--- src/rtl/q_max_reader.sv ---
// Purpose : sweeps all N_ACT action entries of one state in the action RAM and
//           returns the arg-max action and its signed Q-value.
// Latency : done pulses in the cycle after edge E0+N_ACT+1 (E0 = accepting edge).
// Backpressure: none; start is only honoured in IDLE, ignored otherwise (not queued).
//
// Ports:
//   clk, rst           clock, async active-high reset
//   start, state_in    request pulse and state index (latched on accept)
//   busy, done         in-progress flag, one-cycle completion pulse
//   best_action        arg-max action index (holds until next done)
//   max_value          signed maximum Q-value (holds until next done)
//   ram_en, ram_write_en, ram_rd_addr, ram_rd_data   RAM read port (1-cycle latency)
module q_max_reader #(
  parameter int ADDR_W = 6,
  parameter int DATA_W = 16,
  parameter int ACT_W  = 2
) (
  input  logic                    clk,
  input  logic                    rst,
  input  logic                    start,
  input  logic [ADDR_W-ACT_W-1:0] state_in,
  output logic                    busy,
  output logic                    done,
  output logic [ACT_W-1:0]        best_action,
  output logic [DATA_W-1:0]       max_value,
  output logic                    ram_en,
  output logic                    ram_write_en,
  output logic [ADDR_W-1:0]       ram_rd_addr,
  input  logic [DATA_W-1:0]       ram_rd_data
);

  localparam int ST_W = ADDR_W - ACT_W;
  localparam logic [ACT_W-1:0] ACT_LAST = {ACT_W{1'b1}};

  typedef enum logic [1:0] {
    S_IDLE,
    S_ISSUE,
    S_DRAIN,
    S_DONE
  } fsm_t;

  fsm_t              fsm_q, fsm_d;
  logic [ST_W-1:0]   st_q, st_d;
  logic [ACT_W-1:0]  cnt_q, cnt_d;

  // Compare pipeline: valid flag and action index delayed to line up with RAM data.
  logic              rd_vld_q;
  logic [ACT_W-1:0]  rd_act_q;
  logic [DATA_W-1:0] run_max_q;
  logic [ACT_W-1:0]  run_act_q;
  logic [ACT_W-1:0]  best_act_q;
  logic [DATA_W-1:0] max_val_q;

  logic              take_new;
  logic [DATA_W-1:0] cand_max;
  logic [ACT_W-1:0]  cand_act;

  // ---------------- control FSM ----------------
  always_ff @(posedge clk or posedge rst) begin
    if (rst) begin
      fsm_q <= S_IDLE;
      st_q  <= '0;
      cnt_q <= '0;
    end else begin
      fsm_q <= fsm_d;
      st_q  <= st_d;
      cnt_q <= cnt_d;
    end
  end

  always_comb begin
    fsm_d = fsm_q;
    st_d  = st_q;
    cnt_d = cnt_q;
    case (fsm_q)
      S_IDLE: begin
        if (start) begin
          st_d  = state_in;
          cnt_d = '0;
          fsm_d = S_ISSUE;
        end
      end
      S_ISSUE: begin
        // Counter wraps within ACT_W bits, so the address never leaves the state.
        cnt_d = cnt_q + 1'b1;
        if (cnt_q == ACT_LAST) begin
          fsm_d = S_DRAIN;
        end
      end
      S_DRAIN: fsm_d = S_DONE;
      S_DONE:  fsm_d = S_IDLE;
      default: fsm_d = S_IDLE;
    endcase
  end

  assign ram_en       = (fsm_q == S_ISSUE);
  assign ram_write_en = 1'b0;
  assign ram_rd_addr  = ram_en ? {st_q, cnt_q} : '0;
  assign busy         = (fsm_q == S_ISSUE) || (fsm_q == S_DRAIN);
  assign done         = (fsm_q == S_DONE);

  // ---------------- compare pipeline ----------------
  // Action 0 seeds the running max; later entries win only when strictly
  // greater, so ties resolve to the lower index.
  assign take_new = (rd_act_q == '0) ||
                    ($signed(ram_rd_data) > $signed(run_max_q));
  assign cand_max = take_new ? ram_rd_data : run_max_q;
  assign cand_act = take_new ? rd_act_q    : run_act_q;

  always_ff @(posedge clk or posedge rst) begin
    if (rst) begin
      rd_vld_q   <= 1'b0;
      rd_act_q   <= '0;
      run_max_q  <= '0;
      run_act_q  <= '0;
      best_act_q <= '0;
      max_val_q  <= '0;
    end else begin
      rd_vld_q <= ram_en;
      if (ram_en) begin
        rd_act_q <= cnt_q;
      end
      if (rd_vld_q) begin
        run_max_q <= cand_max;
        run_act_q <= cand_act;
        // The last word is consumed on the edge the RAM first sees en=0,
        // so its subsequent data clear never reaches this compare.
        if (rd_act_q == ACT_LAST) begin
          best_act_q <= cand_act;
          max_val_q  <= cand_max;
        end
      end
    end
  end

  assign best_action = best_act_q;
  assign max_value   = max_val_q;

endmodule

--- config.mk ---
export PLATFORM = sky130hd
export DESIGN_NAME = q_max_reader
export DESIGN_NICKNAME = d
export VERILOG_FILES = /design/src/rtl/q_max_reader.sv
export SDC_FILE = /design/constraint.sdc
export NUM_CORES = 1
export LEC_CHECK = 0
export BUFFER_PORTS_ARGS = -buffer_cell sky130_fd_sc_hd__buf_2
export CORE_UTILIZATION = 56
export CTS_CLUSTER_DIAMETER = 200
export DETAILED_ROUTE_END_ITERATION = 7
export PLACE_DENSITY_LB_ADDON = 0.25
export SETUP_SLACK_MARGIN = 0.5
export SYNTH_ARGS = -nofsm -noshare
export SYNTH_HDL_FRONTEND = slang
export SYNTH_SLANG_ARGS = --single-unit
--- constraint.sdc ---
create_clock -name clk -period 2.9 [get_ports clk]
set_clock_uncertainty 0.05 [all_clocks]
set_input_delay 0.725 -clock clk [delete_from_list [all_inputs] [get_ports clk]]
set_output_delay 0.725 -clock clk [all_outputs]
set_load 0.005 [all_outputs]
Yosys cells after proc, flatten, opt, wreduce, memory -nomap -nowiden
Cells that the tools add are included.

storage, ports and cells
  input bits = 23
  word-level logic and storage cells = 35
  register bits = 47
  output and inout port bits = 28

cells by class
  muxes and demuxes = 8
  order comparisons = 1
  reductions and logical operators = 9
  equal/unequal tests = 7
  $add $sub $neg = 1

operators with widths
  kind                                                                      count
  16-bit > comparator                                                       1
  16-bit 2-to-1 mux                                                         1
  2-bit == test (second input constant)                                     4
  2-bit 2-to-1 mux                                                          4
  2-bit case mux with 4 select lines                                        1
  2-bit AND reduction                                                       4
  6-bit 2-to-1 mux                                                          1
  2-bit zero test                                                           2
  2-bit case mux with 2 select lines                                        1
  2-bit by 1-bit adder with 2-bit output (second input constant)            1
  2-bit by 1-bit == test with 1-bit output (second input constant)          1
  1-bit logical OR                                                          2
  2-bit by 1-bit inequality test with 1-bit output (second input constant)  1
  2-bit inequality test (second input constant)                             1
  2-bit nonzero test                                                        1

Longest topological paths before layout
  word-level depth = 3
  mapped depth = 11
  gate-level depth less buffers = 8

Worst setup path before layout
No wires, ideal clock.

  kind = input-to-reg
  start = in ram_rd_data[15]
  end = reg run_max_q[0]
  buffers on the path = 2
  cell stages on the path = 9
  data required time = 2.723 ns
  setup time = 0.127 ns
  data arrival time = 2.774 ns
  path slack = -0.052 ns
  cells stage by stage = ha_1 > nand4_2 > or4_1 > a21o_1 > and3_4 > buf_6 > o22a_1 > buf_6 > mux2_1

between the ends
  word-level cells in the longest chain between the ends = 3

ends and longest elaborated chain
  element                 RTL line  text
  start: declaration      29        input logic [DATA_W-1:0] ram_rd_data
  16-bit > comparator     106       ($signed(ram_rd_data) > $signed(run_max_q));
  1-bit logical OR        105       assign take_new = (rd_act_q == '0) ||
  16-bit 2-to-1 mux       107       assign cand_max = take_new ? ram_rd_data : run_max_q;
  end signal: assignment  124       run_max_q <= cand_max;
  end: declaration        49        logic [DATA_W-1:0] run_max_q;

Every way passes these cells.
A chain may end at the register's enable or synchronous reset.

Worst setup path after layout
  start = in ram_rd_data[10]
  end = reg run_max_q[4]

The elaborated chain is that of the path after synthesis.

==> impl_metrics.py <==
metrics = {
    "outcome": {
        "status": "finished clean",
    },
    "layout": {
        "finalNetCount": 402,
        "n_antenna_cell": 0,
        "layout-drive-gt1-share_pct": 33.0,
        "area_growth_pct": 30.0,
        "fin_util_pct": 76.4,
        "fill_cells": 323,
        "layoutNonFillerInstCount": 425,
    },
    "sta": {
        "fmax_mhz": 383,
        "rsz0062_at_grt": "yes",
        "setup_viol": 0,
        "min_period_ns": 2.61,
        "fin_crit_sh_pct": 90.1,
        "tightest_slew_ns": 0.612,
        "finalHoldViolations": 0,
        "slew_viol_final": 0,
        "hold_ws_ns": 0.393,
        "worst_slack_ns": 0.287,
        "max_slew_margin_pct": 59.2,
    },
    "routing": {
        "dr.pass1.iters": 4,
        "drt_iter0_drc": 125,
        "vias": 2393,
        "drc": 0,
        "avgRoutedWirePerCell_microns": 15.4,
        "wl_microns": 6540,
        "antenna_left": 0,
        "via_per_inst": 5.63,
    },
    "setup_path": {
        "end_kind": "flip-flop",
        "slowest_stage": "or4_4",
        "path_class": "in2reg",
        "ff2ff_path_depth": 9,
        "cpPeakStageDelay_ns": 0.49,
        "r2r_end": "run_max_q[4]$_DFFE_PP0P_",
        "rr_startpoint": "run_max_q[10]$_DFFE_PP0P_",
        "critPathMaxFanout": 5,
        "crit_path_start": "ram_rd_data[10]",
        "cp.arrival_ns": 2.78,
        "path_cells": "buf_2 -> ha_1 -> nand4_1 -> or4_4 -> nand2_2 -> o22a_1 -> o22a_4 -> buf_4 -> mux2i_1",
        "critPathRequiredTime_ns": 3.07,
        "reg2reg_setup_slack_ns": 0.40,
        "start_kind": "input pin",
    },
    "cts": {
        "cts_buffer_depth": 2,
        "clk_pin_slew_ns": 0.09,
        "clkSinkCount": 47,
        "htreeDepth": 2,
        "postCtsHoldBufs": 0,
        "cts_buffers": 5,
        "cts_tree": "done",
        "root_buffer": "clkbuf_8",
        "worstSkewPairLatency_ns": 0.31,
    },
    "placed_design": {
        "dpl.cell_count": 410,
        "port_buffers": 49,
        "gp_congestion": 0.841,
        "post-place-ws_ns": -0.0303,
        "dp_hpwl_microns": 4200,
    },
    "die": {
        "die_y_microns": 72.7,
        "start_util_pct": 58.8,
        "fp.dieW_microns": 72.7,
        "die_area_sq_um": 5280,
        "core_sq_um": 4750,
        "io_pins": 51,
        "rows": 25,
    },
    "logic_synthesis": {
        "avgSynthCellArea_sq_um": 9.48,
        "yosysMostFrequentCell": "dfrtp_1",
        "ys_ff_latch": 47,
        "yosysSeqAreaShare_pct": 42.1,
        "synth.largest_area_cell": "dfrtp_1",
        "yosysTopAreaCellShare_pct": 42.1,
        "yosys-top-cells-area": "dfrtp_1, ha_1, o22a_1",
        "syn_area_sq_um": 2800,
        "synth_cells": 295,
        "ys.flop_type": "dfrtp_1",
        "async_flop_share_pct": 100,
        "yosysWarningCount": 0,
        "synth_cell_types": 36,
        "yosys-top-cells-count": "dfrtp_1, inv_1, nand2_1",
        "synth_edf_count": 0,
        "syn_nets": 339,
    },
    "global_routing": {
        "grt_max_degree": 48,
        "antenna_found_initial": 0,
        "grt-busiest-layer": "met2",
        "grtUsageMet1_pct": 33.2,
        "use_met2_pct": 43.8,
        "globalRouteOverflowTotal": 0,
        "gr-usage-all-layers_pct": 26.1,
        "gr-usage-met3_pct": 3.73,
        "grt_pass1_vias": 2339,
        "grt_pass1_wl_microns": 10500,
    },
    "pwr": {
        "p_leak_nw": 1.73,
        "max-vdd-ir-drop_v": 0.000693,
        "power_density_nw_per_um2": 1050,
    },
    "run": {
        "max_cap_viol_count": 0,
    },
    "hold_path": {
        "worstHoldPathType": "in2async",
    },
}
[worst max path at each step]
stage                           endpoint  depth (start not counted)
2_1_floorplan   run_max_q[0]$_DFFE_PP0P_                          9
3_5_place_dp   run_max_q[10]$_DFFE_PP0P_                          9
5_1_grt         run_max_q[4]$_DFFE_PP0P_                          9
6_report        run_max_q[4]$_DFFE_PP0P_                          9
4_1_cts        run_max_q[10]$_DFFE_PP0P_                          9
3_3_place_gp    run_max_q[9]$_DFFE_PP0P_                          9
[routing by layer]
layer | wire (microns) | part of all wire [%] | up-vias
met5 | 0 | 0 | -
met3 | 386 | 5.9 | 18
met4 | 165 | 2.5 | 0
met1 | 2880 | 44 | 1122
met2 | 3100 | 47 | 88
li1 | - | - | 1165
[state kept, by name, summed over array words and instances (netlist names)]
name         count
cnt_q            2
fsm_q            2
run_act_q        2
max_value       16
rd_act_q         2
st_q             4
rd_vld_q         1
run_max_q       16
best_action      2
[cells by family (layout without fill, tap and decap cells)]
family          count (synthesis)  count (layout)  synth area share [%]
mux                            22              22                  8.19
flops                          47              47                  42.1
fa+ha+maj                      21              21                  9.40
buf+inv                        56             119                  8.50
other cells                     1               1                 0.134
compound gates                 74              74                  19.0
simple gates                   74              74                  12.7
[worst max-delay path, delay by kind of cell]
kind                     cells  cell delay [ns]
AND/OR/NAND/NOR              3             0.77
multiplexers                 1             0.24
adder cells (fa/ha/maj)      1             0.33
AO/OA/AOI/OAI                2             0.41
buffers and inverters        2             0.30
[area by class of cell]
class	instances	area, sq um	share of cell area (%)
multi-input cells	192	1610	44.4
flip-flops and latches	47	1180	32.4
repair buffers	74	529	14.6
inverters	38	143	3.93
well taps	67	83.8	2.31
clock buffers	6	82.6	2.27
clock inverters	1	5.00	0.138
[per-stage QoR]
step	power, W	setup TNS [ns]	instance area, sq um
floorplan	0.00256	0	2890
global placement	0.00305	0	3280
detailed placement	0.00311	-0.0769	3280
CTS	0.00366	0	3530
global route	0.00413	0	3630
finish	0.00382	0	3630
[report_power, final]
| part | leakage, nW | internal (W) | total [W] | switching (W) |
|---|---|---|---|---|
| registers | 0.528 | 0.000972 | 0.00116 | 0.000193 |
| clock network | 0.0470 | 0.000187 | 0.000410 | 0.000222 |
| logic | 1.16 | 0.00113 | 0.00225 | 0.00111 |
| total | 1.73 | 0.00229 | 0.00382 | 0.00153 |
[layout by cell type (no fill, tap or decap), types with 2 or more instances in the layout]
cell type	count
a21o_1	2
a21oi_1	5
a31oi_1	18
and2_1	6
and3_4	2
buf_12	2
buf_2	40
buf_4	21
buf_6	9
buf_8	2
clkbuf_8	6
dfrtp_1	47
ha_1	7
ha_4	13
inv_1	36
inv_2	2
mux2_2	6
mux2i_1	13
mux2i_2	2
nand2_1	29
nand2_2	2
nand4_1	4
nand4b_1	2
nor2_1	19
nor2b_1	2
o211ai_1	19
o21ai_0	6
o21bai_1	2
o22a_1	17
or4_4	2
[repair_timing]
action                     CTS  global route
resized for setup           21            22
buffers inserted             7             1
pin swaps                   16            22
setup endpoints to repair   32            41
(Power assumes the default switching activity.)
